`src/rtl/spi_target_device_pkg.sv`:
```
// Shared constants for the SPI target peripheral: register offsets,
// CONFIG/STATUS bit positions and the byte sent when nothing is queued.
package spi_target_device_pkg;

    localparam logic [7:0] ADDR_CONFIG = 8'h00;
    localparam logic [7:0] ADDR_STATUS = 8'h04;
    localparam logic [7:0] ADDR_TXDATA = 8'h08;
    localparam logic [7:0] ADDR_RXDATA = 8'h0C;

    localparam int CFG_ENABLE = 0;
    localparam int CFG_CPOL   = 1;
    localparam int CFG_CPHA   = 2;

    localparam int ST_RX_VALID = 0;
    localparam int ST_TX_READY = 1;
    localparam int ST_OVERRUN  = 2;
    localparam int ST_UNDERRUN = 3;
    localparam int ST_ACTIVE   = 4;

    localparam logic [7:0] UNDERRUN_FILL = 8'hFF;

    typedef enum logic [2:0] {
        REG_NONE,
        REG_CONFIG,
        REG_STATUS,
        REG_TXDATA,
        REG_RXDATA
    } reg_sel_t;

    function automatic reg_sel_t decode_reg(input logic [7:0] offset);
        reg_sel_t sel;
        case (offset)
            ADDR_CONFIG: sel = REG_CONFIG;
            ADDR_STATUS: sel = REG_STATUS;
            ADDR_TXDATA: sel = REG_TXDATA;
            ADDR_RXDATA: sel = REG_RXDATA;
            default:     sel = REG_NONE;
        endcase
        return sel;
    endfunction

endpackage

```
`src/rtl/spi_target_shifter.sv`:
```
// SPI pin synchroniser, SCLK edge detection and the 8-bit shift/bit-count
// engine. Byte loads and completions are reported as single-cycle pulses so
// the register file owns all flags.
module spi_target_shifter
    import spi_target_device_pkg::*;
#(
    parameter int SYNC_STAGES = 2
) (
    input  logic       clk,
    input  logic       rst,
    input  logic       enable,
    input  logic       cpol,
    input  logic       cpha,
    input  logic       spi_clk,
    input  logic       spi_mosi,
    input  logic       spi_cs,
    input  logic [7:0] tx_data,
    input  logic       tx_valid,
    output logic       load,
    output logic       byte_done,
    output logic [7:0] rx_byte,
    output logic       miso,
    output logic       active
);

    logic [SYNC_STAGES-1:0] clk_sync;
    logic [SYNC_STAGES-1:0] mosi_sync;
    logic [SYNC_STAGES-1:0] cs_sync;
    logic                   sclk_prev;
    logic                   cs_prev;
    logic [2:0]             bit_cnt;
    logic [7:0]             tx_sr;
    logic [6:0]             rx_sr;

    logic sclk_s;
    logic mosi_s;
    logic cs_s;
    logic rise;
    logic fall;
    logic run;
    logic sample_edge;
    logic shift_edge;
    logic cs_assert;

    // Metastability chains; idle levels are cs high and sclk/mosi low.
    always_ff @(posedge clk or posedge rst) begin
        if (rst) begin
            clk_sync  <= '0;
            mosi_sync <= '0;
            cs_sync   <= '1;
        end else begin
            clk_sync  <= {clk_sync[SYNC_STAGES-2:0], spi_clk};
            mosi_sync <= {mosi_sync[SYNC_STAGES-2:0], spi_mosi};
            cs_sync   <= {cs_sync[SYNC_STAGES-2:0], spi_cs};
        end
    end

    // Edges are taken on sclk ^ cpol so "rising" always means leading edge.
    assign sclk_s = clk_sync[SYNC_STAGES-1] ^ cpol;
    assign mosi_s = mosi_sync[SYNC_STAGES-1];
    assign cs_s   = cs_sync[SYNC_STAGES-1];

    // Previous-cycle copies for edge detection.
    always_ff @(posedge clk or posedge rst) begin
        if (rst) begin
            sclk_prev <= 1'b0;
            cs_prev   <= 1'b1;
        end else begin
            sclk_prev <= sclk_s;
            cs_prev   <= cs_s;
        end
    end

    assign rise        = sclk_s & ~sclk_prev;
    assign fall        = ~sclk_s & sclk_prev;
    assign active      = ~cs_s;
    assign run         = enable & active;
    assign sample_edge = run & (cpha ? fall : rise);
    assign shift_edge  = run & (cpha ? rise : fall);
    assign cs_assert   = cs_prev & ~cs_s;

    // cpha=0 presents the first bit before any clock, so load at cs fall;
    // cpha=1 loads on the first shift edge of every byte.
    assign load      = cpha ? (shift_edge && bit_cnt == 3'd0) : (run & cs_assert);
    assign byte_done = sample_edge && bit_cnt == 3'd7;
    assign rx_byte   = {rx_sr, mosi_s};
    assign miso      = tx_sr[7];

    // Shift engine; a partial byte is dropped whenever cs goes high.
    always_ff @(posedge clk or posedge rst) begin
        if (rst) begin
            bit_cnt <= 3'd0;
            tx_sr   <= 8'h00;
            rx_sr   <= 7'h00;
        end else if (!enable) begin
            bit_cnt <= 3'd0;
            tx_sr   <= 8'h00;
            rx_sr   <= 7'h00;
        end else if (!active) begin
            bit_cnt <= 3'd0;
            rx_sr   <= 7'h00;
        end else begin
            if (load) begin
                tx_sr <= tx_valid ? tx_data : UNDERRUN_FILL;
            end else if (shift_edge) begin
                tx_sr <= {tx_sr[6:0], 1'b0};
            end
            if (sample_edge) begin
                rx_sr   <= rx_byte[6:0];
                bit_cnt <= bit_cnt + 3'd1;
            end
        end
    end

endmodule

```
`src/rtl/spi_target_device.sv`:
```
// SPI target peripheral: memory-mapped CONFIG/STATUS/TXDATA/RXDATA registers
// on the local bus, with the serial engine in spi_target_shifter.
module spi_target_device
    import spi_target_device_pkg::*;
#(
    parameter logic [7:0] ID          = 8'h01,
    parameter int         SYNC_STAGES = 2
) (
    input  logic        clk,
    input  logic        rst,
    input  logic        peripheralEnable,
    input  logic        peripheralBus_we,
    input  logic        peripheralBus_oe,
    output logic        peripheralBus_busy,
    input  logic [15:0] peripheralBus_address,
    input  logic [3:0]  peripheralBus_byteSelect,
    input  logic [31:0] peripheralBus_dataWrite,
    output logic [31:0] peripheralBus_dataRead,
    output logic        requestOutput,
    input  logic        spi_clk,
    input  logic        spi_mosi,
    input  logic        spi_cs,
    output logic        spi_miso,
    output logic        spi_miso_en
);

    logic [2:0] config_q;
    logic [7:0] tx_data;
    logic       tx_valid;
    logic [7:0] rx_data;
    logic       rx_valid;
    logic       overrun;
    logic       underrun;

    logic       selected;
    logic       wr_low;
    logic       rd_rx;
    reg_sel_t   reg_sel;
    logic [4:0] status;

    logic       load;
    logic       byte_done;
    logic [7:0] rx_byte;
    logic       active;

    logic       unused_bits;
    assign unused_bits = ^{peripheralBus_dataWrite[31:8], peripheralBus_byteSelect[3:1]};

    assign selected           = peripheralEnable && (peripheralBus_address[15:8] == ID);
    assign reg_sel            = decode_reg(peripheralBus_address[7:0]);
    assign requestOutput      = selected & peripheralBus_oe;
    assign wr_low             = selected & peripheralBus_we & peripheralBus_byteSelect[0];
    assign rd_rx              = requestOutput && reg_sel == REG_RXDATA;
    assign peripheralBus_busy = 1'b0;

    spi_target_shifter #(
        .SYNC_STAGES(SYNC_STAGES)
    ) u_shifter (
        .clk      (clk),
        .rst      (rst),
        .enable   (config_q[CFG_ENABLE]),
        .cpol     (config_q[CFG_CPOL]),
        .cpha     (config_q[CFG_CPHA]),
        .spi_clk  (spi_clk),
        .spi_mosi (spi_mosi),
        .spi_cs   (spi_cs),
        .tx_data  (tx_data),
        .tx_valid (tx_valid),
        .load     (load),
        .byte_done(byte_done),
        .rx_byte  (rx_byte),
        .miso     (spi_miso),
        .active   (active)
    );

    assign spi_miso_en = config_q[CFG_ENABLE] & active;

    // Assemble the STATUS word from the live flags.
    always_comb begin
        status              = '0;
        status[ST_RX_VALID] = rx_valid;
        status[ST_TX_READY] = ~tx_valid;
        status[ST_OVERRUN]  = overrun;
        status[ST_UNDERRUN] = underrun;
        status[ST_ACTIVE]   = active;
    end

    // Read mux; the bus idles at all-ones when not addressed.
    always_comb begin
        peripheralBus_dataRead = '1;
        if (requestOutput) begin
            case (reg_sel)
                REG_CONFIG: peripheralBus_dataRead = {29'b0, config_q};
                REG_STATUS: peripheralBus_dataRead = {27'b0, status};
                REG_TXDATA: peripheralBus_dataRead = {24'b0, tx_data};
                REG_RXDATA: peripheralBus_dataRead = {24'b0, rx_data};
                default:    peripheralBus_dataRead = '1;
            endcase
        end
    end

    // Register file. Statement order sets priority: flag clears by software
    // lose to same-cycle hardware events, a byte completion beats an RXDATA
    // read, and a TXDATA write lands after the load that consumed the old one.
    always_ff @(posedge clk or posedge rst) begin
        if (rst) begin
            config_q <= 3'b000;
            tx_data  <= 8'h00;
            tx_valid <= 1'b0;
            rx_data  <= 8'h00;
            rx_valid <= 1'b0;
            overrun  <= 1'b0;
            underrun <= 1'b0;
        end else begin
            if (wr_low && reg_sel == REG_CONFIG) begin
                config_q <= peripheralBus_dataWrite[2:0];
            end
            if (wr_low && reg_sel == REG_STATUS) begin
                if (peripheralBus_dataWrite[ST_OVERRUN]) overrun <= 1'b0;
                if (peripheralBus_dataWrite[ST_UNDERRUN]) underrun <= 1'b0;
            end
            if (load) begin
                tx_valid <= 1'b0;
                if (!tx_valid) underrun <= 1'b1;
            end
            if (byte_done) begin
                rx_data  <= rx_byte;
                rx_valid <= 1'b1;
                if (rx_valid) overrun <= 1'b1;
            end else if (rd_rx) begin
                rx_valid <= 1'b0;
            end
            if (wr_low && reg_sel == REG_TXDATA) begin
                tx_data  <= peripheralBus_dataWrite[7:0];
                tx_valid <= 1'b1;
            end
        end
    end

endmodule

```
`config.mk`:
```
export PLATFORM = sky130hd
export DESIGN_NAME = spi_target_device
export DESIGN_NICKNAME = d
export VERILOG_FILES = /design/src/rtl/spi_target_device_pkg.sv /design/src/rtl/spi_target_shifter.sv /design/src/rtl/spi_target_device.sv
export SDC_FILE = /design/constraint.sdc
export NUM_CORES = 1
export LEC_CHECK = 0
export BUFFER_PORTS_ARGS = -buffer_cell sky130_fd_sc_hd__buf_2
export CAP_MARGIN = 20
export CELL_PAD_IN_SITES_DETAIL_PLACEMENT = 1
export CELL_PAD_IN_SITES_GLOBAL_PLACEMENT = 1
export CORE_ASPECT_RATIO = 1.2
export CORE_UTILIZATION = 37
export CTS_CLUSTER_SIZE = 20
export DETAILED_ROUTE_END_ITERATION = 10
export GPL_ROUTABILITY_DRIVEN = 0
export GPL_TIMING_DRIVEN = 0
export PLACE_DENSITY_LB_ADDON = 0.15
export SYNTH_ARGS = -nofsm -noshare
export SYNTH_HDL_FRONTEND = slang
export SYNTH_SLANG_ARGS = --single-unit
export TNS_END_PERCENT = 10
```
`constraint.sdc`:
```
create_clock -name clk -period 4 [get_ports clk]
set_clock_uncertainty 0.1 [all_clocks]
set_input_delay 1.2 -clock clk [delete_from_list [all_inputs] [get_ports clk]]
set_output_delay 1.2 -clock clk [all_outputs]
set_load 0.03 [all_outputs]
```
Word level (Yosys, flattened, before mapping):

Cells that the tools add are included.

* flip-flop bits (word level): 49
* output and inout bits: 36
* word-level logic and storage cells: 84

* add/sub/neg operators: 1
* equality and inequality tests: 12
* multiplexer cells: 29
* bitwise operators: 15
* reduce and logical (&&, ||, !) cells: 12

Operators by type and width (count)
* $pmux W32 S4: 1
* $mux W8: 5
* $mux W32: 1
* $mux W7: 3
* $eq A8 B4 Y1 const B: 2
* $mux W1: 15
* $pmux W3 S4: 1
* $and A1 B1 Y1: 10
* $mux W3: 3
* $eq A8 B1 Y1 const B: 1
* $eq A8 B3 Y1 const B: 1
* $logic_not A8 Y1: 1
* $logic_and A1 B1 Y1: 7
* $eq A3 B2 Y1 const B: 2
* $eq A3 B3 Y1 const B: 2
* $ne A3 B1 Y1 const B: 2
* $not A1 Y1: 4
* $reduce_bool A2 Y1: 2
* $add A3 B1 Y3 const B: 1
* $eq A3 B1 Y1 const B: 1
* $logic_not A3 Y1: 1
* $ne A2 B2 Y1 const B: 1
* $reduce_and A2 Y1: 1
* $xor A1 B1 Y1: 1

Logic depth before layout (Yosys ltp):

* depth after elaboration: 10
* mapped depth: 6

Cells and area by module:

A second synthesis with hierarchy kept.

* cell total of the unflattened synthesis: 226
* area total of the unflattened synthesis: 2635.0 µm²

Modules (own cells, without submodules)
* spi_target_device: times used 1, cells an instance 128, area an instance 1412.6 µm², sequential area each 575.6 µm²
* spi_target_shifter: times used 1, cells an instance 98, area an instance 1222.4 µm², sequential area each 654.4 µm²

Least setup slack after synthesis:

Ideal clock, no wire load.

* path kind: in2out
* start: input peripheralBus_address[9]
* end: output peripheralBus_dataRead[10]
* data arrival time: 2611 ps
* data required time: 2700 ps
* slack: 89 ps
* stages on the path: 5
* path buffers: 1
* path through: and4bb_2 > nand4_1 > nor2_1 > inv_1 > buf_4

* word-level cells in the longest chain between the ends: 4

RTL lines
* start, declared: line spi_target_device.sv:15 `input logic [15:0] peripheralBus_address,`
* $eq A8 B1 Y1: line spi_target_device.sv:49 `assign selected = peripheralEnable && (peripheralBus_address[15:8] == ID);`
* $logic_and A1 B1 Y1: line spi_target_device.sv:49
* $and A1 B1 Y1: line spi_target_device.sv:51 `assign requestOutput = selected & peripheralBus_oe;`
* $mux W32: line spi_target_device.sv:91 `if (requestOutput) begin`
* end, declared: line spi_target_device.sv:18 `output logic [31:0] peripheralBus_dataRead,`

No other way between the ends.

Worst setup path in the final report:

* start: input peripheralBus_address[1]
* end: output peripheralBus_dataRead[21]

* word-level cells in the longest chain between the ends: 5
* elaborated cells between the ends (all ways): 11
* classes of those cells: eq/ne: 7; mux: 3; reduce/logical: 1

RTL lines
* $eq A8 B4 Y1 (tied with other cells): line spi_target_device_pkg.sv:32 `case (offset)`
* $pmux W3 S4 (*): line spi_target_device_pkg.sv:32
* $eq A3 B3 Y1 (tied with other cells): line spi_target_device.sv:92 `case (reg_sel)`
* $pmux W32 S4 (*): line spi_target_device.sv:92
* $mux W32 (*): line spi_target_device.sv:91

Every way passes the cells marked *; elsewhere a longest branch is shown, timed or not.

==> results.toml <==
[status]
outcome = "finished clean"

[synth]
syn_inst = 212
synth.largest_area_cell = "dfrtp_1"
syn-num-nets = 275
synth_cell_type_count = 43
synthArstFlopShare_pct = 100
synth_top_area_share_pct = 45.6
synth_area_leaders = "dfrtp_1 46%, mux2_2 9.4%, buf_4 7.1%"
avgSynthCellArea_sq_um = 11.9
synth.cell_area_sq_um = 2520
seq_area_frac_synth_pct = 48.8
synthFlopType = "dfrtp_1"
synth_edf_count = 0
ys_ff_latch = 49
synth-warning-count = 0

[place]
dpl.hpwl_mm = 4.63
io_buffers = 66

[run]
max-cap-violations = 0

[cells_and_area]
nFillCells = 775
drive_gt1_share_pct = 51.4
regArea_sq_um = 1230
final_common_cell = "buf_2"
num_antenna_cells = 0
area_delta_synth_final_pct = 24.3
nNetsFinal = 356
final_cell_mix = "68 x buf_2, 46 x dfrtp_1, 29 x buf_4, 21 x mux2_2, 10 x o31ai_1"
multiInputGateArea_sq_um = 1050

[timing]
hold_viol = 0
period_share_pct = 98.7
setup_viol = 0
max-slew-margin-rel_pct = 54.3
hold_ws_ns = 0.252
worst_slew_pin_slew_ns = 0.683
fmax_ghz = 0.253
slew_viol_final = 0
min_period_ns = 3.95
setup-tns-final_ns = 0
rsz0062_at_grt = "true"

[worst_setup_path]
crit_fanout = 12
required_ns = 2.70
rrSetupSlack_ns = 1.85
start_kind = "primary input"
cp.arrival_ns = 2.65
crit_chain = "buf_2 -> nor4_4 -> nand2_2 -> nor2_4 -> clkinvlp_4 -> buf_4 -> buf_2"
critPathBufInv = 4
endpoint_kind = "output pin"
worstSetupPathType = "in2out"
path_delay_family = "simple AND/OR/NAND/NOR gates"
slowest_stage = "nor4_4"
slowest_delay_ns = 0.37
cp_common_cell = "buf_2"

[detailed_routing]
viasPerCell = 5.10
wl_mm = 6.27
routedWlPerCell_microns = 16.5
ant_nets = 0
drt_iter0_drc = 52
drc_errors = 0
first_pass_iters = 4
vias = 1932

[global_routing]
gr-total-overflow = 0
grt_max_degree = 29
grt.total_usage_pct = 18.5
grt_pass1_wl_mm = 10.2
antenna_found_initial = 0
grt_pass1_vias = 1927

[clock_tree]
cts_tree = "built"
cts_sinks = 49
cts.clk_slew.worst_paths_ns = 0.10
insertion_delay_ns = 0.31
htree_levels = 2
clockBufferDepth = 2
root_buffer = "clkbuf_8"
cts_buffers = 5

[power]
power_per_cell_area_nw_per_um2 = 275
leakage_nw = 1.45
vdd_drop_max_uv = 233

[die]
die_x_microns = 77.4
start_util_pct = 38.7
core_sq_um = 6530
rows = 32
ios = 96
fp.dieH_microns = 92.5
dieArea_sq_um = 7150

[min_path]
hold_class = "reg2reg"
==> where the power goes <==
group | switching (W) | internal, W | leakage (nW) | total, W
combinational | 0.0000328 | 0.0000242 | 0.755 | 0.0000570
clock | 0.000176 | 0.000124 | 0.0445 | 0.000300
sequential | 0.00000400 | 0.000500 | 0.647 | 0.000504
==> worst register-to-register path, cell delays in order (launching register included) <==
cell and delay, ns:
dfstp_2 0.65, nand2b_1 0.13, clkbuf_1 0.35, inv_1 0.15, clkbuf_1 0.28, o211a_1 0.20, a31o_2 0.20
==> per-layer routing <==
layer | global-route usage (%) | wire [microns]
met1 | 24.0 | 2890
met3 | 3.35 | 125
met2 | 31.3 | 3160
met4 | 5.66 | 94
met5 | 0 | 0
==> cell usage after synthesis (2+ instances only) <==
master and count:
dfrtp_1 46, buf_4 24, mux2_2 21, nand2_1 10
o31ai_1 10, a22o_1 9, inv_1 9, nor4_1 8
a21oi_1 7, o311ai_0 7, o21ai_0 6, nor2_1 5
clkbuf_1 4, mux2i_1 4, or3_1 4, dfstp_2 3
ha_1 3, mux4_2 3, a22oi_1 2, buf_2 2
nand2b_1 2, nor4_4 2
==> final timing paths <==
path / from / cells after the start / end
min: u_shifter.mosi_sync[0] / 0 / u_shifter.mosi_sync[1]
min reg2reg: u_shifter.mosi_sync[0] / 0 / u_shifter.mosi_sync[1]
max in group asynchronous: rst / 3 / u_shifter.cs_sync[1]
max: peripheralBus_address[1] / 7 / peripheralBus_dataRead[21]
max reg2reg: u_shifter.cs_sync[1] / 6 / u_shifter.tx_sr[0]
min in group asynchronous: rst / 2 / u_shifter.mosi_sync[1]
==> flip-flops by register name (all words and copies together) (netlist names), 2 cells and up <==
| signal | count |
|---|---|
| u_shifter.cs_sync | 2 |
| rx_data | 8 |
| u_shifter.tx_sr | 8 |
| tx_data | 8 |
| u_shifter.rx_sr | 7 |
| u_shifter.bit_cnt | 3 |
| config_q | 3 |
| u_shifter.clk_sync | 2 |
| u_shifter.mosi_sync | 2 |
==> through the flow <==
| step | power, W | setup WS, ns | area, sq um | utilization [%] | std cells |
|---|---|---|---|---|---|
| floorplan | 0.000543 | 0.0893 | 2520 | - | 212 |
| global placement | 0.000568 | -0.296 | 2960 | 45.3 | 363 |
| detailed placement | 0.000572 | -0.369 | 2980 | 45.6 | 364 |
| CTS | 0.000878 | 0.0143 | 3110 | 47.6 | 375 |
| global route | 0.000898 | -0.0404 | 3140 | 48.0 | 379 |
| finish | 0.000861 | 0.0528 | 3140 | 48.0 | 379 |
==> cell type report <==
class,instances,area share (%)
flip-flops and latches,49,39.2
repair inverters,2,0.479
clock buffers,5,2.19
multi-input cells,122,33.4
well taps,85,3.39
repair buffers,72,12.4
plain buffers,31,6.90
clock inverters,3,0.678
inverters,10,1.32
==> logic make-up (layout without fill, tap and decap cells) <==
family	Yosys count	count (layout)	share of synthesized area, %
fa+ha+maj	3	3	1.49
simple gates	41	41	10.8
compound gates	48	48	14.4
buf+inv	41	123	10.1
xor+xnor	1	1	0.645
other cells	1	1	0.149
mux	28	28	13.6
flops	49	49	48.8
==> what timing repair did <==
action,CTS,global route
cloned,1,1
hold buffers,0,0
setup buffers,2,3
pin swaps,2,3
endpoints found under the setup margin,24,23
resized for setup,5,1
Power figures use the tool's default switching activity.
